===== src/rtl/work_rx.sv =====
// Host-link work receiver: frames sync + 108 payload bytes + CRC-12, and hands
// CRC-verified header/target to the miner. Partial or corrupt frames never touch mining work.
module work_rx #(
    parameter int TIMEOUT = 1024
) (
    input  logic         clk,
    input  logic         rst_n,
    input  logic [7:0]   rx_data,
    input  logic         rx_valid,
    output logic         rx_ready,
    output logic [607:0] header,
    output logic [255:0] target,
    output logic         work_valid,
    output logic         crc_err,
    output logic [7:0]   err_count
);
    // rx_valid/rx_ready: a byte transfers on any rising edge where both are high;
    // rx_data is only sampled on such an edge.

    typedef enum logic [2:0] {IDLE, PAYLOAD, CRC_HI, CRC_LO, CHECK} state_t;

    localparam int              IW       = $clog2(TIMEOUT + 1);
    localparam logic [IW-1:0]   IDLE_MAX = IW'(TIMEOUT - 1);
    localparam logic [6:0]      LAST_IDX = 7'd107;

    state_t         state, state_nx;
    logic           ready_en;
    logic           accept;
    logic           timeout;
    logic           crc_match;
    logic           err_inc;
    logic [6:0]     cnt;
    logic [11:0]    crc;
    logic [7:0]     crc_hi_q;
    logic [7:0]     crc_lo_q;
    logic [IW-1:0]  idle_cnt;
    logic [863:0]   shadow;

    // CRC-12 (poly 0x80F), one byte MSB first.
    function automatic logic [11:0] crc12_byte(input logic [11:0] c, input logic [7:0] d);
        logic [11:0] r;
        r = c;
        for (int i = 7; i >= 0; i--) begin
            if (r[11] ^ d[i]) r = {r[10:0], 1'b0} ^ 12'h80F;
            else              r = {r[10:0], 1'b0};
        end
        return r;
    endfunction

    assign rx_ready  = ready_en && (state != CHECK);
    assign accept    = rx_valid && rx_ready;
    assign crc_match = (crc_hi_q[7:4] == 4'h0) && ({crc_hi_q[3:0], crc_lo_q} == crc);
    assign err_inc   = timeout || ((state == CHECK) && !crc_match);

    always_comb begin
        state_nx = state;
        timeout  = 1'b0;
        case (state)
            IDLE:    if (accept && rx_data == 8'hA5) state_nx = PAYLOAD;
            PAYLOAD: if (accept && cnt == LAST_IDX)  state_nx = CRC_HI;
            CRC_HI:  if (accept)                     state_nx = CRC_LO;
            CRC_LO:  if (accept)                     state_nx = CHECK;
            CHECK:                                   state_nx = IDLE;
            default:                                 state_nx = IDLE;
        endcase
        // A silent link mid-frame abandons the frame.
        if ((state == PAYLOAD || state == CRC_HI || state == CRC_LO) &&
            !accept && idle_cnt == IDLE_MAX) begin
            timeout  = 1'b1;
            state_nx = IDLE;
        end
    end

    always_ff @(posedge clk or negedge rst_n) begin
        if (!rst_n) begin
            state    <= IDLE;
            ready_en <= 1'b0;
        end else begin
            state    <= state_nx;
            ready_en <= 1'b1;
        end
    end

    always_ff @(posedge clk or negedge rst_n) begin
        if (!rst_n) begin
            cnt        <= '0;
            crc        <= '0;
            crc_hi_q   <= '0;
            crc_lo_q   <= '0;
            idle_cnt   <= '0;
            shadow     <= '0;
            header     <= '0;
            target     <= '0;
            work_valid <= 1'b0;
            crc_err    <= 1'b0;
            err_count  <= '0;
        end else begin
            work_valid <= 1'b0;
            crc_err    <= 1'b0;

            if (state == IDLE || state == CHECK || accept || timeout) idle_cnt <= '0;
            else                                                       idle_cnt <= idle_cnt + 1'b1;

            case (state)
                IDLE: if (accept && rx_data == 8'hA5) begin
                    cnt <= '0;
                    crc <= '0;
                end
                PAYLOAD: if (accept) begin
                    shadow[{cnt, 3'b000} +: 8] <= rx_data;
                    crc                        <= crc12_byte(crc, rx_data);
                    cnt                        <= cnt + 1'b1;
                end
                CRC_HI: if (accept) crc_hi_q <= rx_data;
                CRC_LO: if (accept) crc_lo_q <= rx_data;
                CHECK: begin
                    if (crc_match) begin
                        header     <= shadow[607:0];
                        target     <= shadow[863:608];
                        work_valid <= 1'b1;
                    end else begin
                        crc_err    <= 1'b1;
                    end
                end
                default: ;
            endcase

            if (err_inc && err_count != 8'hFF) err_count <= err_count + 1'b1;
        end
    end

endmodule


===== config.mk =====
export PLATFORM = sky130hd
export DESIGN_NAME = work_rx
export DESIGN_NICKNAME = d
export VERILOG_FILES = /design/src/rtl/work_rx.sv
export SDC_FILE = /design/constraint.sdc
export NUM_CORES = 2
export LEC_CHECK = 0
export BUFFER_PORTS_ARGS = -buffer_cell sky130_fd_sc_hd__buf_2
export CAP_MARGIN = 20
export CORE_MARGIN = 2
export CORE_UTILIZATION = 55
export CTS_CLUSTER_DIAMETER = 200
export DETAILED_ROUTE_END_ITERATION = 16
export GPL_TIMING_DRIVEN = 0
export PLACE_DENSITY = 0.79
export SYNTH_ARGS = -nofsm -noshare
export SYNTH_HDL_FRONTEND = slang
export SYNTH_SLANG_ARGS = --single-unit

===== constraint.sdc =====
create_clock -name clk -period 4.55 [get_ports clk]
set_input_delay 0 -clock clk [delete_from_list [all_inputs] [get_ports clk]]
set_output_delay 0 -clock clk [all_outputs]
set_load 0.02 [all_outputs]

==> reports/metrics.yaml <==
outcome:
  status: "finished, final reports clean"
timing:
  grt_setup_unrepaired: "false"
  skew_ps: 55.3
  hold_violations: 0
  finalCriticalPeriod_ps: 4320
  slew_viol_final: 0
  setup_viol: 0
  worstMarginPinSlew_ps: 1150
  fmax_ghz: 0.231
  worst_slack_ps: 230
  finalCritPeriodShare_pct: 94.9
  slew-limit-headroom_pct: 23.3
clocking:
  cts-root-buf: "clkbuf_16"
  path_clk_slew_ps: 60
  cts_sinks: 1788
  clockBufferDepth: 3
  clk_latency_ps: 850
  htreeDepth: 4
  numCtsBuffers: 178
  cts_tree: "built"
flow_run:
  max_cap_viol_count: 0
power_and_ir_drop:
  ir_worst_vdd_mv: 0.395
  power.density_nw_per_um2: 403
  total_power_mw: 33.7
  p_leak_nw: 44.6
yosys:
  synth_edf_count: 0
  synth_top_area_share_pct: 64.5
  seq_area_frac_synth_pct: 64.5
  netlist_area_um2: 69400
  syn_nets: 4536
  yosysUniqueCellTypes: 60
  synth_cells: 4518
  ys_warn_count: 0
  synth-seq-cells: 1788
  syn_area_per_cell_um2: 15.4
  async_flop_share_pct: 100
  synthFlopType: "dfrtp_1"
  yosysTopAreaCell: "dfrtp_1"
  synthTopCellsByArea: "dfrtp_1 (64%), mux2_2 (27%), clkbuf_1 (1.1%)"
worst_setup_path:
  cp.required_ps: 5260
  cpMaxStageDelayCell: "clkbuf_1"
  startpoint_type: "register"
  arrival_ps: 5030
  worstSetupEndpointType: "register"
  r2r-end: "target[108]$_DFFE_PN0P_"
  cp_common_cell: "clkbuf_1"
  ff2ff_path_depth: 8
  reg2reg_from: "crc[5]$_DFFE_PN0P_"
  cp_max_fo: 10
  path_cells: "xnor2_1, nand4_1, nor4_1, nor2b_1, clkbuf_1, clkbuf_2, clkbuf_1, mux2_2"
  worstSetupPathType: "reg2reg"
  ff2ff_setup_slack_ps: 230
  max_stage_delay_ps: 900
die:
  rows: 130
  start_util_pct: 55.3
  io_pins: 886
  dieWidth_um: 359
  dieArea_um2: 129000
  coreArea_um2: 125000
  die_h_um: 359
placement:
  placed_area_um2: 76700
  place.port_buffers: 885
  dpl.hpwl_mm: 164
  place_congestion: 0.900
  dp.cells: 7094
  dp_slack_ps: -463
hold_path:
  hold_depth: 4
  min_to: "crc[1]$_DFFE_PN0P_"
  hp-start: "rx_data[0]"
  hp-class: "in2reg"
grt:
  track_usage_pct: 34.7
  grt_pass1_vias: 45631
  antenna_found_initial: 14
  grt_max_degree: 181
  grt-ovfl-total: 0
  grt_pass1_wl_mm: 322
routing:
  drc: 0
  drt_iter0_drc: 3351
  vias: 43429
  via_per_inst: 5.82
  dr.pass1.iters: 5
  post_drt_wl_per_cell_um: 29.9
  antenna_left: 0
  drt_wl_total_mm: 223
final_layout:
  final_cells: 7458
  drive_above_1_share_pct: 52.5
  nets: 5675
  stdcell_area_um2: 83600
  area_delta_synth_final_pct: 20.5
  final_core_util_pct: 66.7
-- layer usage --
layer	global-route usage (%)	wire (µm)	vias up
li1	-	-	18138
met1	42.4	84500	23078
met2	55.2	106000	1705
met5	0	26	-
met3	10.7	19400	504
met4	19.0	13900	4
-- sequential cells by signal (all words and copies together), names as in the netlist, 8 cells and up --
signal and flops:
shadow 864, header 608, target 256, crc 12, idle_cnt 11, crc_hi_q 8
crc_lo_q 8, err_count 8
-- worst max-delay path by stage --
stage	startpoint	end	slack, ps	depth (start not counted)
2_1_floorplan	cnt[0]$_DFFE_PN0P_	shadow[520]$_DFFE_PN0P_	1130	12
3_3_place_gp	rst_n	header[279]$_DFFE_PN0P_	-34810	1
3_5_place_dp	cnt[0]$_DFFE_PN0P_	shadow[73]$_DFFE_PN0P_	-460	12
4_1_cts	cnt[0]$_DFFE_PN0P_	shadow[571]$_DFFE_PN0P_	-20	12
5_1_grt	cnt[0]$_DFFE_PN0P_	shadow[646]$_DFFE_PN0P_	40	13
6_report	crc[5]$_DFFE_PN0P_	target[108]$_DFFE_PN0P_	230	8
-- kinds of logic after synthesis --
group | synth area share [%]
multiplexers | 27.7
flip-flops | 64.5
adder cells (fa/ha/maj) | 0.126
other | 0.00541
AO/OA/AOI/OAI | 0.824
buffers and inverters | 1.37
XOR/XNOR | 0.745
AND/OR/NAND/NOR | 4.71
-- per-stage QoR --
step	hold slack (ps)	TNS, ps
after floorplan	-296	0
after global placement	426	-
after detailed placement	-14.5	-70970
after CTS	188	-117
after global routing	232	0
final	277	0
-- cell usage in the layout (no fill, tap or decap), types with 11 or more instances in the layout --
master / n
nor2_4: 26
buf_2: 889
inv_1: 14
and3_1: 57
mux2_2: 1676
clkbuf_16: 178
dlygate4sd3_1: 15
clkinv_2: 32
clkbuf_2: 12
and2_1: 54
nand2_1: 133
nor2_2: 17
buf_8: 20
nor3_2: 17
nand3_1: 25
nor3_1: 64
dfrtp_1: 1788
clkbuf_1: 226
bufinv_16: 16
buf_16: 17
xor2_1: 14
nor2b_1: 35
o21ai_0: 44
nor2_1: 144
clkbuf_8: 45
xnor2_1: 45
nor3_4: 11
mux2_4: 16
-- power by group --
group	leakage (nW)	internal, mW	switching [mW]
Combinational	16.6	0.499	1.79
Sequential	24.9	16.0	0.0594
Clock	3.06	8.93	6.44
Total	44.6	25.4	8.29
-- cells in the mapped netlist (3+ instances only) --
cell type  instances
a21oi_1            3
a22o_1             7
a31o_2             8
a31oi_1            4
and2_1            54
and3_1            57
and4_1             3
buf_1             10
buf_2              3
buf_6              6
clkbuf_1         207
dfrtp_1         1788
ha_1               7
inv_1             14
mux2_1             4
mux2_2          1676
mux2_4            16
mux2i_1            8
nand2_1          134
nand2b_1           6
nand3_1           27
nand4_1            5
nor2_1           166
nor2_2            13
nor2_4             8
nor2b_1           36
nor3_1            69
nor3_2            23
nor4_1             4
o21ai_0           44
o41ai_1            5
or2_1              3
or2_2              4
or3_1              5
xnor2_1           45
xor2_1            14
-- final cells by class --
cell class | count | area (µm²)
Fill cell | 8670 | 41800
Timing Repair Buffer | 959 | 5640
Inverter | 14 | 52.6
Multi-Input combinational cell | 2490 | 24000
Tap cell | 1650 | 2060
Clock buffer | 256 | 5200
Clock inverter | 70 | 1020
Sequential cell | 1788 | 44700
Buffer | 226 | 927
Antenna cell | 5 | 12.5
-- worst max-delay path, delay by kind of cell, from the launching register on --
family,cells,cell delay (ps)
AND/OR/NAND/NOR,3,980
buffers and inverters,3,2090
flip-flops,1,410
XOR/XNOR,1,250
multiplexers,1,430
-- what timing repair did --
action / 4_1_cts / 5_1_grt
buffers inserted: 4 / 10
pin swaps: 2 / 9
setup endpoints to repair: 359 / 657
hold buffers: 16 / 0
hold endpoints to repair: 530 / 0
gates resized for setup: 38 / 56
No activity file was read; power rests on OpenSTA's default activity.
